===== src/rtl/seq_detect_mealy.sv =====
// seq_detect_mealy: runtime-programmable N-bit Mealy sequence detector
// with overlap/non-overlap modes, input enable and saturating match count.
module seq_detect_mealy #(
  parameter int             N           = 4,
  parameter logic [N-1:0]   DEFAULT_PAT = 4'b1011,
  parameter int             CW          = 8,
  parameter int             SW          = $clog2(N)
) (
  input  logic          clk,
  input  logic          reset,
  input  logic          en,
  input  logic          in,
  input  logic          overlap,
  input  logic          load,
  input  logic [N-1:0]  pat_in,
  output logic [N-1:0]  pattern,
  output logic [SW-1:0] state,
  output logic          out,
  output logic [CW-1:0] match_count
);

  localparam int MW = $clog2(N + 1);

  logic [N-1:0]  r_pat;
  logic [SW-1:0] r_state;
  logic [CW-1:0] r_cnt;

  logic [MW-1:0] w_m;
  logic [SW-1:0] w_border;
  logic          w_hit;

  // Longest pattern prefix that is a suffix of (prefix k, then b).
  // The first k accepted bits are known to equal the pattern prefix,
  // so the candidate string is rebuilt from the pattern itself.
  function automatic logic [MW-1:0] f_next_len(
    input logic [SW-1:0] k,
    input logic          b,
    input logic [N-1:0]  p
  );
    logic [N:0]    s;
    logic [N:0]    pj;
    logic [N:0]    msk;
    logic [MW-1:0] m;
    s = {1'b0, p} >> (N - int'(k));
    s = {s[N-1:0], b};
    m = '0;
    for (int j = 1; j <= N; j++) begin
      pj  = {1'b0, p} >> (N - j);
      msk = {(N+1){1'b1}} >> (N + 1 - j);
      if (j <= int'(k) + 1 && (s & msk) == pj)
        m = MW'(j);
    end
    return m;
  endfunction

  // Longest proper prefix of the pattern that is also its suffix.
  function automatic logic [SW-1:0] f_border(
    input logic [N-1:0] p
  );
    logic [N-1:0]  msk;
    logic [SW-1:0] bd;
    bd = '0;
    for (int b = 1; b < N; b++) begin
      msk = {N{1'b1}} >> (N - b);
      if ((p & msk) == (p >> (N - b)))
        bd = SW'(b);
    end
    return bd;
  endfunction

  assign w_m      = f_next_len(r_state, in, r_pat);
  assign w_hit    = (w_m == MW'(N));
  assign w_border = f_border(r_pat);

  // Match flag is combinational so it lines up with the final bit.
  assign out = en & ~load & ~reset & w_hit;

  // Pattern register, prefix-length state and saturating counter.
  always_ff @(posedge clk or posedge reset) begin
    if (reset) begin
      r_pat   <= DEFAULT_PAT;
      r_state <= '0;
      r_cnt   <= '0;
    end else if (load) begin
      r_pat   <= pat_in;
      r_state <= '0;
      r_cnt   <= '0;
    end else if (en) begin
      if (w_hit) begin
        r_state <= overlap ? w_border : '0;
        if (r_cnt != '1)
          r_cnt <= r_cnt + CW'(1);
      end else begin
        r_state <= w_m[SW-1:0];
      end
    end
  end

  assign pattern     = r_pat;
  assign state       = r_state;
  assign match_count = r_cnt;

endmodule


===== config.mk =====
export PLATFORM = sky130hd
export DESIGN_NAME = seq_detect_mealy
export DESIGN_NICKNAME = d
export VERILOG_FILES = /design/src/rtl/seq_detect_mealy.sv
export SDC_FILE = /design/constraint.sdc
export NUM_CORES = 1
export LEC_CHECK = 0
export BUFFER_PORTS_ARGS = -buffer_cell sky130_fd_sc_hd__buf_2
export CORE_ASPECT_RATIO = 0.6
export CORE_MARGIN = 2
export CORE_UTILIZATION = 45
export CTS_CLUSTER_DIAMETER = 50
export DETAILED_ROUTE_END_ITERATION = 16
export PLACE_DENSITY = 0.7
export SETUP_SLACK_MARGIN = 0.15
export SLEW_MARGIN = 20
export SYNTH_ARGS = -nofsm -noshare
export SYNTH_HDL_FRONTEND = slang
export SYNTH_SLANG_ARGS = --single-unit

===== constraint.sdc =====
create_clock -name clk -period 3.11 [get_ports clk]
set_input_delay 0.1555 -clock clk [delete_from_list [all_inputs] [get_ports clk]]
set_output_delay 0.1555 -clock clk [all_outputs]
set_load 0.05 [all_outputs]

==> results.sh, run 1 <==
export IMPL_critPathKind="flip-flop to output port"
export IMPL_synth_avg_cell_area_um2=9.104
export IMPL_grt_pass1_vias=894
export IMPL_grt_pass1_wl_mm=4.312
export IMPL_slew_headroom_pct=64.16
export IMPL_arrival_ns=2.60
export IMPL_hold_depth=3
export IMPL_rr_startpoint="state[1]$_DFFE_PP0P_"
export IMPL_diodes=0
export IMPL_vias=1007
export IMPL_worstMarginPinSlew_ns=0.5370
export IMPL_insertion_delay_ns=0.25
export IMPL_core_area_um2=2261
export IMPL_cts_path_max_buffers=2
export IMPL_drtIter0Drc=103
export IMPL_ys_async_sr_fraction_pct=100.0
export IMPL_cts_hold_fix_buffers=1
export IMPL_pwr_share_clk_pct=31.9
export IMPL_whs_endpoint="pattern[1]$_DFFE_PP1P_"
export IMPL_power_share_sequential_pct=42.9
export IMPL_route_met2_wl_mm=1.041
export IMPL_ys_types=45
export IMPL_finalWeightedCongestion=0.9363
export IMPL_p_comb_share_pct=25.2
export IMPL_slowest_stage="or3_1"
export IMPL_die_h_um=42.64
export IMPL_hold_path_class="input port to flip-flop"
export IMPL_stdcell_count=172
export IMPL_wl_met1_mm=1.211
export IMPL_worstPathRequired_ns=2.95
export IMPL_period_needed_ns=2.758
export IMPL_synthesis_nets=139
export IMPL_initial_utilization_pct=49.53
export IMPL_io_buffers=24
export IMPL_crit_fanout=17
export IMPL_area_delta_synth_final_pct=15.42
export IMPL_crit_buf_inv=2
export IMPL_slew_violations=0
export IMPL_seq_area_um2=354.1
export IMPL_finClkSkew_ns=0.003836
export IMPL_setup_viol=0
export IMPL_io_pins=25
export IMPL_ys_ff_latch=14
export IMPL_worstReg2RegEnd="match_count[4]$_DFFE_PP0P_"
export IMPL_final_layout_size_suffix_gt1_share_pct=30.28
export IMPL_cts_resized=0
export IMPL_p_leak_nw=0.5573
export IMPL_dr_pass1_iters=4
export IMPL_yosysWarnings=0
export IMPL_cts_made_buffers=3
export IMPL_worstHoldStart="pat_in[1]"
export IMPL_p_sw_share_pct=32.97
export IMPL_power_density_nw_per_um2=382.5
export IMPL_clock_fmax_mhz=362.5
export IMPL_p_sw_mw=0.1630
export IMPL_nFillCells=206
export IMPL_die_area_um2=2917
export IMPL_path_clk_slew_ns=0.06
export IMPL_routedWlPerCell_um=14.73
export IMPL_start_kind="flip-flop"
export IMPL_highest_layer="met4"
export IMPL_p_total_mw=0.4944
export IMPL_final_nets=159
export IMPL_worst_r2r_path_depth=8
export IMPL_ys_flop_type="dfrtp_1"
export IMPL_path_delay_family="simple AND/OR/NAND/NOR gates"
export IMPL_syn_inst=123
export IMPL_min_period_over_period_pct=88.69
export IMPL_timing_hold_violations_final=0
export IMPL_drc_errors=0
export IMPL_cts_setup_buffers=0
export IMPL_track_usage_pct=19.73
export IMPL_post_route_util_pct=57.17
export IMPL_dp_cells=167
export IMPL_worstSetupEndpointType="output port"
export IMPL_yosysSeqAreaShare_pct=31.62
export IMPL_cts_root_buf="clkbuf_8"
export IMPL_cts_sinks=14
export IMPL_hpwl_mm=1.879
export IMPL_rsz0062_at_grt="false"
export IMPL_path_cells="inv_1 > ha_1 > a21o_1 > nand2_1 > o2111ai_1 > or3_1 > nor3_4 > buf_2"
export IMPL_cts_tree="yes"
export IMPL_cap_violations=0
export IMPL_finalSetupTns_ns=0
export IMPL_viasPerCell=5.855
export IMPL_synth_area_um2=1120
export IMPL_num_rows=13
export IMPL_die_x_um=68.40
export IMPL_critPathMaxStageDelay_ns=0.57
export IMPL_drt_wl_total_mm=2.534
export IMPL_yosys_area_top_type="dfrtp_1"
export IMPL_htree_levels=1
export IMPL_status="finished, final reports clean"
export IMPL_multiInputGateArea_um2=688.2
export IMPL_rrSetupSlack_ns=0.41
export IMPL_globalRoute_totalOverflow=0
export IMPL_vdd_drop_max_mv=0.1828
export IMPL_internal_power_mw=0.3314
export IMPL_grt_start_max_net_pins=18
export IMPL_ant_nets=0
export IMPL_grt_antenna_before_repair=0
export IMPL_yosys_top_cells_area="dfrtp_1, dfstp_2, ha_1"
export IMPL_synth_edf_count=0
export IMPL_synth_top_cell_area_share_pct=24.58
export IMPL_wl_met3_um=271
==> kinds of logic (layout without fill, tap and decap cells) <==
group | after synthesis | in the layout | synth area share [%]
and+or+nand+nor | 38 | 38 | 18.66
DFF | 14 | 14 | 31.62
AOI/OAI and AO/OA | 33 | 33 | 22.80
adders and majority gates | 6 | 6 | 6.704
xor gates and xnor gates | 8 | 8 | 6.257
muxes | 5 | 5 | 6.033
buffers and inverters | 19 | 38 | 7.932
==> layer usage <==
layer,track usage [%],vias up
met1,30.30,463
met2,26.92,50
li1,-,492
met3,5.914,2
met4,3.600,0
met5,0,-
==> state kept, by name, indices dropped and copies added, names as in the netlist <==
name	cells
match_count	8
pattern	4
state	2
==> layout make-up <==
cell class / count / area share (%)
flip-flops and latches: 14 / 27.40
repair buffers: 26 / 10.65
inverters: 8 / 2.323
well taps: 30 / 2.904
multi-input cells: 90 / 53.24
clock buffers: 4 / 3.485
==> cells in the final DEF (no fill, tap or decap), drive strengths merged, types with 6 or more instances in the layout <==
master and instances:
inv 8, ha 6, a21oi 8, xnor2 7
o21ai 6, nor2 7, buf 25, dfrtp 11
nand3 7
==> Yosys cell counts (3+ instances only) <==
library cell  number
clkbuf_1           4
dfstp_2            3
o21ai_0            6
dfrtp_1           11
nand3_1            7
nor2_1             7
inv_1              6
xnor2_1            7
o31ai_1            4
and3_1             3
mux2_2             4
nand2_1            4
buf_2              4
ha_1               6
or4_1              4
nor3_1             5
a21oi_1            8
==> worst max path at each step <==
stage / from / end / slack, ns / cells past startpoint
after floorplan: state[0]$_DFFE_PP0P_ / out / 0.26 / 10
after global placement: state[1]$_DFFE_PP0P_ / match_count[3]$_DFFE_PP0P_ / 0.57 / 8
after detailed placement: state[1]$_DFFE_PP0P_ / match_count[4]$_DFFE_PP0P_ / 0.46 / 8
after CTS: state[1]$_DFFE_PP0P_ / out / 0.34 / 8
after global routing: state[1]$_DFFE_PP0P_ / out / 0.17 / 8
final: state[1]$_DFFE_PP0P_ / out / 0.35 / 8
==> power groups by stage <==
stage	registers, mW	clock network, mW	logic, mW
floorplan	0.224	0	0.0911
global placement	0.215	0	0.121
detailed placement	0.215	0	0.123
CTS	0.212	0.161	0.125
global route	0.215	0.171	0.136
finish	0.212	0.158	0.125
==> stage by stage <==
stage / cell area [µm²] / worst slack, ns / hold slack [ns]
after floorplan: 1131 / 0.2561 / 0.04257
after global placement: 1237 / 0.5664 / 0.2482
after detailed placement: 1237 / 0.4584 / 0.2553
after CTS: 1292 / 0.3400 / 0.1185
after global routing: 1292 / 0.1722 / 0.1402
final: 1292 / 0.3517 / 0.1234
==> worst reg2reg max path, cell delays in order (launching register included) <==
cell and delay (ns):
dfrtp_1 0.42, inv_1 0.10, ha_1 0.38, a21o_1 0.21, nand2_1 0.06, o2111ai_1 0.14, or3_1 0.57, or4_1 0.59
a21oi_1 0.16
Power figures use the tool's default switching activity.
==> inputs of run 2 (changes only) <==
--- a/config.mk
+++ b/config.mk
@@ -5,6 +5,7 @@
 export SDC_FILE = /design/constraint.sdc
 export NUM_CORES = 1
 export LEC_CHECK = 0
+export ABC_AREA = 1
 export BUFFER_PORTS_ARGS = -buffer_cell sky130_fd_sc_hd__buf_2
 export CORE_ASPECT_RATIO = 0.6
 export CORE_MARGIN = 2
==> results.sh, run 2 <==
export IMPL_die_h_um=43.20
export IMPL_hold_path_class="input port to async pin"
export IMPL_internal_power_mw=0.3440
export IMPL_cts_hold_fix_buffers=0
export IMPL_area_delta_synth_final_pct=18.13
export IMPL_period_needed_ns=2.595
export IMPL_io_pins=25
export IMPL_post_route_util_pct=55.12
export IMPL_cts_setup_buffers=0
export IMPL_power_density_nw_per_um2=388.1
export IMPL_grt_antenna_before_repair=0
export IMPL_io_buffers=24
export IMPL_yosysWarnings=0
export IMPL_vias=1181
export IMPL_die_area_um2=2995
export IMPL_finalSetupTns_ns=0
export IMPL_status="finished with violations"
export IMPL_cts_tree="yes"
export IMPL_failed_checks="hold timing"
export IMPL_min_period_over_period_pct=83.43
export IMPL_p_total_mw=0.5284
export IMPL_initial_utilization_pct=46.66
export IMPL_rrSetupSlack_ns=1.00
export IMPL_worstReg2RegEnd="match_count[6]$_DFFE_PP0P_"
export IMPL_yosys_area_top_type="dfrtp_1"
export IMPL_synth_top_family_by_area="simple AND/OR/NAND/NOR gates"
export IMPL_synth_area_um2=1152
export IMPL_critPathKind="flip-flop to output port"
export IMPL_clock_fmax_mhz=385.4
export IMPL_crit_fanout=11
export IMPL_synth_xor_area_share_pct=3.800
export IMPL_p_sw_share_pct=34.89
export IMPL_finClkSkew_ns=0.007831
export IMPL_num_rows=14
export IMPL_synth_top_cells_by_count="nand2_1, nor2_1, nand3_1"
export IMPL_routedWlPerCell_um=12.12
export IMPL_arrival_ns=2.44
export IMPL_slowest_stage="dfrtp_2"
export IMPL_synth_top_cell_area_share_pct=23.89
export IMPL_pwr_share_clk_pct=34.4
export IMPL_final_layout_size_suffix_gt1_share_pct=23.32
export IMPL_dp_cells=221
export IMPL_cts_root_buf="clkbuf_8"
export IMPL_synth_edf_count=0
export IMPL_vdd_drop_max_mv=0.2601
export IMPL_syn_inst=168
export IMPL_p_leak_nw=0.7209
export IMPL_setup_viol=0
export IMPL_drc_errors=0
export IMPL_drtIter0Drc=112
export IMPL_final_cell_mix="nand2_1, buf_2, nor2_1"
export IMPL_cts_sinks=14
export IMPL_viasPerCell=5.249
export IMPL_worst_path_most_repeated_cell="nand2_1"
export IMPL_ys_flop_type="dfrtp_1"
export IMPL_start_kind="flip-flop"
export IMPL_insertion_delay_ns=0.25
export IMPL_critPathLaunch="state[0]$_DFFE_PP0P_"
export IMPL_worstSetupEndpointType="output port"
export IMPL_dr_pass1_iters=4
export IMPL_largest_reg_flops=8
export IMPL_core_area_um2=2470
export IMPL_grt_pass1_vias=968
export IMPL_cts_resized=0
export IMPL_synth_compound_area_share_pct=9.989
export IMPL_track_usage_pct=19.37
export IMPL_diodes=0
export IMPL_final_nets=210
export IMPL_ys_types=31
export IMPL_slew_violations=0
export IMPL_stdcell_count=225
export IMPL_htree_levels=1
export IMPL_rsz0062_at_grt="false"
export IMPL_cts_made_buffers=3
export IMPL_yosysSeqAreaShare_pct=30.73
export IMPL_synthSimpleGateAreaFrac_pct=41.26
export IMPL_hpwl_mm=2.139
export IMPL_cap_violations=0
export IMPL_synthAdderAreaFrac_pct=6.515
export IMPL_final_common_cell="nand2_1"
export IMPL_cts_path_max_buffers=2
export IMPL_worstPathRequired_ns=2.95
export IMPL_synth_mux_area_fraction_pct=0
export IMPL_die_x_um=69.33
export IMPL_globalRoute_totalOverflow=0
export IMPL_timing_hold_violations_final=11
export IMPL_power_share_sequential_pct=39.9
export IMPL_path_cells="inv_2 > ha_1 > nor2_1 > nand3_2 > nand3_1 > nand2_1 > nor2_2 > nand2_1 > nor4_4 > buf_2"
export IMPL_synth_most_common_cell="nand2_1"
export IMPL_synthesis_nets=184
export IMPL_path_clk_slew_ns=0.07
export IMPL_p_comb_share_pct=25.7
export IMPL_whs_ns=-0.03265
export IMPL_drt_wl_total_mm=2.726
export IMPL_critPathMaxStageDelay_ns=0.47
export IMPL_synth_avg_cell_area_um2=6.859
export IMPL_worst_r2r_path_depth=11
export IMPL_p_sw_mw=0.1843
export IMPL_ys_async_sr_fraction_pct=100.0
export IMPL_slew_headroom_pct=63.96
export IMPL_worstMarginPinSlew_ns=0.5401
export IMPL_ant_nets=0
export IMPL_finalWeightedCongestion=0.9410
export IMPL_yosys_top_cells_area="dfrtp_1, nand2_1, nand3_1"
export IMPL_rr_startpoint="state[0]$_DFFE_PP0P_"
export IMPL_ys_ff_latch=14
export IMPL_grt_start_max_net_pins=20
export IMPL_grt_pass1_wl_mm=4.547
run 2: changes by cell type after synthesis, moves of 4 or more:
cell | previous run | this run
xnor2_1 | 7 | 3
inv_1 | 6 | 15
mux2_2 | 4 | 0
nand2_1 | 4 | 49
or4_1 | 4 | 0
o31ai_1 | 4 | 0
nand3_1 | 7 | 16
buf_2 | 4 | 0
nor2_1 | 7 | 21
run 2: critical path, delay by kind of cell, from the launching register on:
kind / cells / cell delay [ns]
AND/OR/NAND/NOR: 7 / 0.95
flip-flops: 1 / 0.47
adder cells (fa/ha/maj): 1 / 0.37
buffers and inverters: 2 / 0.40
run 2: per-stage QoR:
step | setup slack, ns | area, µm²
4_1_cts | 0.3998 | 1360
3_3_place_gp | 0.7506 | 1305
5_1_grt | 0.2731 | 1361
3_5_place_dp | 0.6677 | 1305
2_1_floorplan | 0.3917 | 1167
6_report | 0.5152 | 1361
run 2: layer usage:
layer  vias up  global-route usage [%]  routed length [µm]
met5         -                       0                   0
met4         0                   3.529                   8
met3         2                   5.226                 281
met2        63                   27.50                1100
met1       520                   29.30                1335
li1        596                       -                   -
run 2: power groups by stage:
stage	sequential (mW)	combinational, mW	clock [mW]
3_5_place_dp	0.213	0.134	0
4_1_cts	0.210	0.135	0.187
5_1_grt	0.213	0.149	0.197
2_1_floorplan	0.235	0.0802	0
3_3_place_gp	0.213	0.133	0
6_report	0.211	0.136	0.182
run 2: logic make-up after synthesis:
logic type	count (synthesis)
and+or+nand+nor	103
AOI/OAI and AO/OA	20
buffers and inverters	20
DFF	14
adders and majority gates	6
xor gates and xnor gates	5
run 2: layout make-up:
type	count	area, µm²
tap	32	40.04
inverter	17	66.31
clock buffer	4	55.05
fill	238	1109
timing repair buffer	24	120.1
sequential	14	355.3
multi-input combinational	134	724.4
run 2: worst max path at each step:
stage / end / slack, ns / cells after the start
after floorplan: out / 0.39 / 9
after CTS: out / 0.40 / 10
final: out / 0.52 / 10
after global routing: out / 0.27 / 10
after global placement: out / 0.75 / 10
after detailed placement: out / 0.67 / 10
==> inputs of run 3 (changes only) <==
==> constraint.sdc (replaced) <==
create_clock -name clk -period 2.6 [get_ports clk]
set_input_delay 0.13 -clock clk [delete_from_list [all_inputs] [get_ports clk]]
set_output_delay 0.13 -clock clk [all_outputs]
set_load 0.05 [all_outputs]
==> results.sh, run 3 (same netlist as run 2, synthesis figures left out) <==
export IMPL_status="finished, final reports clean"
export IMPL_worstSetupEndpointType="output port"
export IMPL_drt_wl_total_mm=3.135
export IMPL_final_nets=217
export IMPL_drtIter0Drc=122
export IMPL_finClkSkew_ns=0.005354
export IMPL_ant_nets=0
export IMPL_final_layout_size_suffix_gt1_share_pct=27.50
export IMPL_critPathMaxStageDelay_ns=0.49
export IMPL_dr_pass1_iters=4
export IMPL_routedWlPerCell_um=13.51
export IMPL_finalSetupTns_ns=0
export IMPL_p_total_mw=0.6635
export IMPL_crit_fanout=7
export IMPL_grt_antenna_before_repair=0
export IMPL_p_sw_mw=0.2352
export IMPL_drc_errors=0
export IMPL_slew_headroom_pct=62.42
export IMPL_grt_pass1_wl_mm=5.112
export IMPL_globalRoute_totalOverflow=0
export IMPL_p_leak_nw=0.7559
export IMPL_slowest_stage="dfrtp_4"
export IMPL_rsz0062_at_grt="false"
export IMPL_die_area_um2=2995
export IMPL_vias=1223
export IMPL_power_share_sequential_pct=37.3
export IMPL_diodes=0
export IMPL_core_area_um2=2470
export IMPL_num_rows=14
export IMPL_vdd_drop_max_mv=0.2499
export IMPL_timing_hold_violations_final=0
export IMPL_final_common_cell="nand2_1"
export IMPL_worstPathRequired_ns=2.47
export IMPL_crit_buf_inv=3
export IMPL_stdcell_count=232
export IMPL_cts_tree="yes"
export IMPL_period_needed_ns=2.263
export IMPL_final_cell_mix="nand2_1, buf_2, nor2_1"
export IMPL_die_x_um=69.33
export IMPL_p_sw_share_pct=35.45
export IMPL_htree_levels=1
export IMPL_cts_path_max_buffers=2
export IMPL_hold_path_class="input port to flip-flop"
export IMPL_min_period_over_period_pct=87.04
export IMPL_insertion_delay_ns=0.25
export IMPL_cts_sinks=14
export IMPL_power_density_nw_per_um2=455.6
export IMPL_internal_power_mw=0.4283
export IMPL_start_kind="flip-flop"
export IMPL_setup_viol=0
export IMPL_pwr_share_clk_pct=33.5
export IMPL_io_buffers=24
export IMPL_largest_reg_flops=8
export IMPL_grt_pass1_vias=1117
export IMPL_grt_start_max_net_pins=20
export IMPL_clock_fmax_mhz=441.9
export IMPL_area_delta_synth_final_pct=26.38
export IMPL_initial_utilization_pct=46.66
export IMPL_hpwl_mm=2.289
export IMPL_io_pins=25
export IMPL_die_h_um=43.20
export IMPL_path_clk_slew_ns=0.07
export IMPL_cap_violations=0
export IMPL_cts_root_buf="clkbuf_8"
export IMPL_viasPerCell=5.272
export IMPL_critPathKind="flip-flop to output port"
export IMPL_slew_violations=0
export IMPL_arrival_ns=2.13
export IMPL_dp_cells=222
export IMPL_cts_made_buffers=3
export IMPL_p_comb_share_pct=29.3
export IMPL_path_cells="inv_4 > ha_4 > nor2_2 > nand3_2 > buf_4 > a21oi_1 > nor2_4 > nand2_2 > nor4_4 > buf_6"
export IMPL_finalWeightedCongestion=0.9424
export IMPL_track_usage_pct=21.72
export IMPL_worstMarginPinSlew_ns=0.5630
export IMPL_path_delay_family="flip-flops"
## run 3: timing repair
action | CTS | global route
setup endpoints to repair | 1 | 1
pin swaps | 0 | 3
hold endpoints to repair | 11 | 0
buffers inserted | 1 | 4
gates resized for setup | 5 | 2
hold buffers | 1 | 0
## run 3: cell type report
| class | count | area, µm² |
|---|---|---|
| inverters | 17 | 68.82 |
| repair buffers | 31 | 181.4 |
| clock buffers | 4 | 55.05 |
| fillers | 230 | 1013 |
| well taps | 32 | 40.04 |
| flip-flops and latches | 14 | 359.1 |
| multi-input cells | 134 | 752.0 |
## run 3: metrics by stage
step	util (%)	setup slack (ns)	area [µm²]	hold slack, ns
after floorplan	-	0.1515	1177	0.01702
after global placement	53.55	0.3418	1323	0.2353
after detailed placement	53.55	0.2263	1323	0.2537
after CTS	57.14	0.1544	1411	0.09081
after global routing	58.97	0.1901	1456	0.09434
final	58.97	0.3369	1456	0.09210
## run 3: per-layer routing
metal  wire length, µm  global-route usage, %  vias up  part of all wire, %
li1                  -                      -      615                    -
met1              1545                  30.96      564                   49
met2              1407                  31.92       42                   45
met3               173                  7.126        2                  5.5
met4                 8                  4.706        0                 0.26
met5                 0                      0        -                    0
## run 3: worst paths after layout
path / startpoint / to / slack, ns / depth (start not counted)
min in group asynchronous: reset / match_count[6]$_DFFE_PP0P_ / 0.50 / 3
max in group asynchronous: reset / state[0]$_DFFE_PP0P_ / 1.68 / 3
worst min register to register: state[1]$_DFFE_PP0P_ / state[1]$_DFFE_PP0P_ / 0.52 / 2
worst min-delay path: pat_in[1] / pattern[1]$_DFFE_PP1P_ / 0.09 / 3
worst max-delay path: state[0]$_DFFE_PP0P_ / out / 0.34 / 10
worst max register to register: state[0]$_DFFE_PP0P_ / match_count[6]$_DFFE_PP0P_ / 0.43 / 12
## run 3: worst min-delay path: stages
cell and delay [ns]:
buf_2 0.07, nand2_1 0.04, o21ai_0 0.06
## run 3: power by group through the flow
stage / logic [mW] / clock network, mW / registers, mW
global route: 0.211 / 0.239 / 0.248
detailed placement: 0.169 / 0 / 0.254
global placement: 0.166 / 0 / 0.253
CTS: 0.179 / 0.228 / 0.247
finish: 0.194 / 0.222 / 0.247
floorplan: 0.0978 / 0 / 0.282
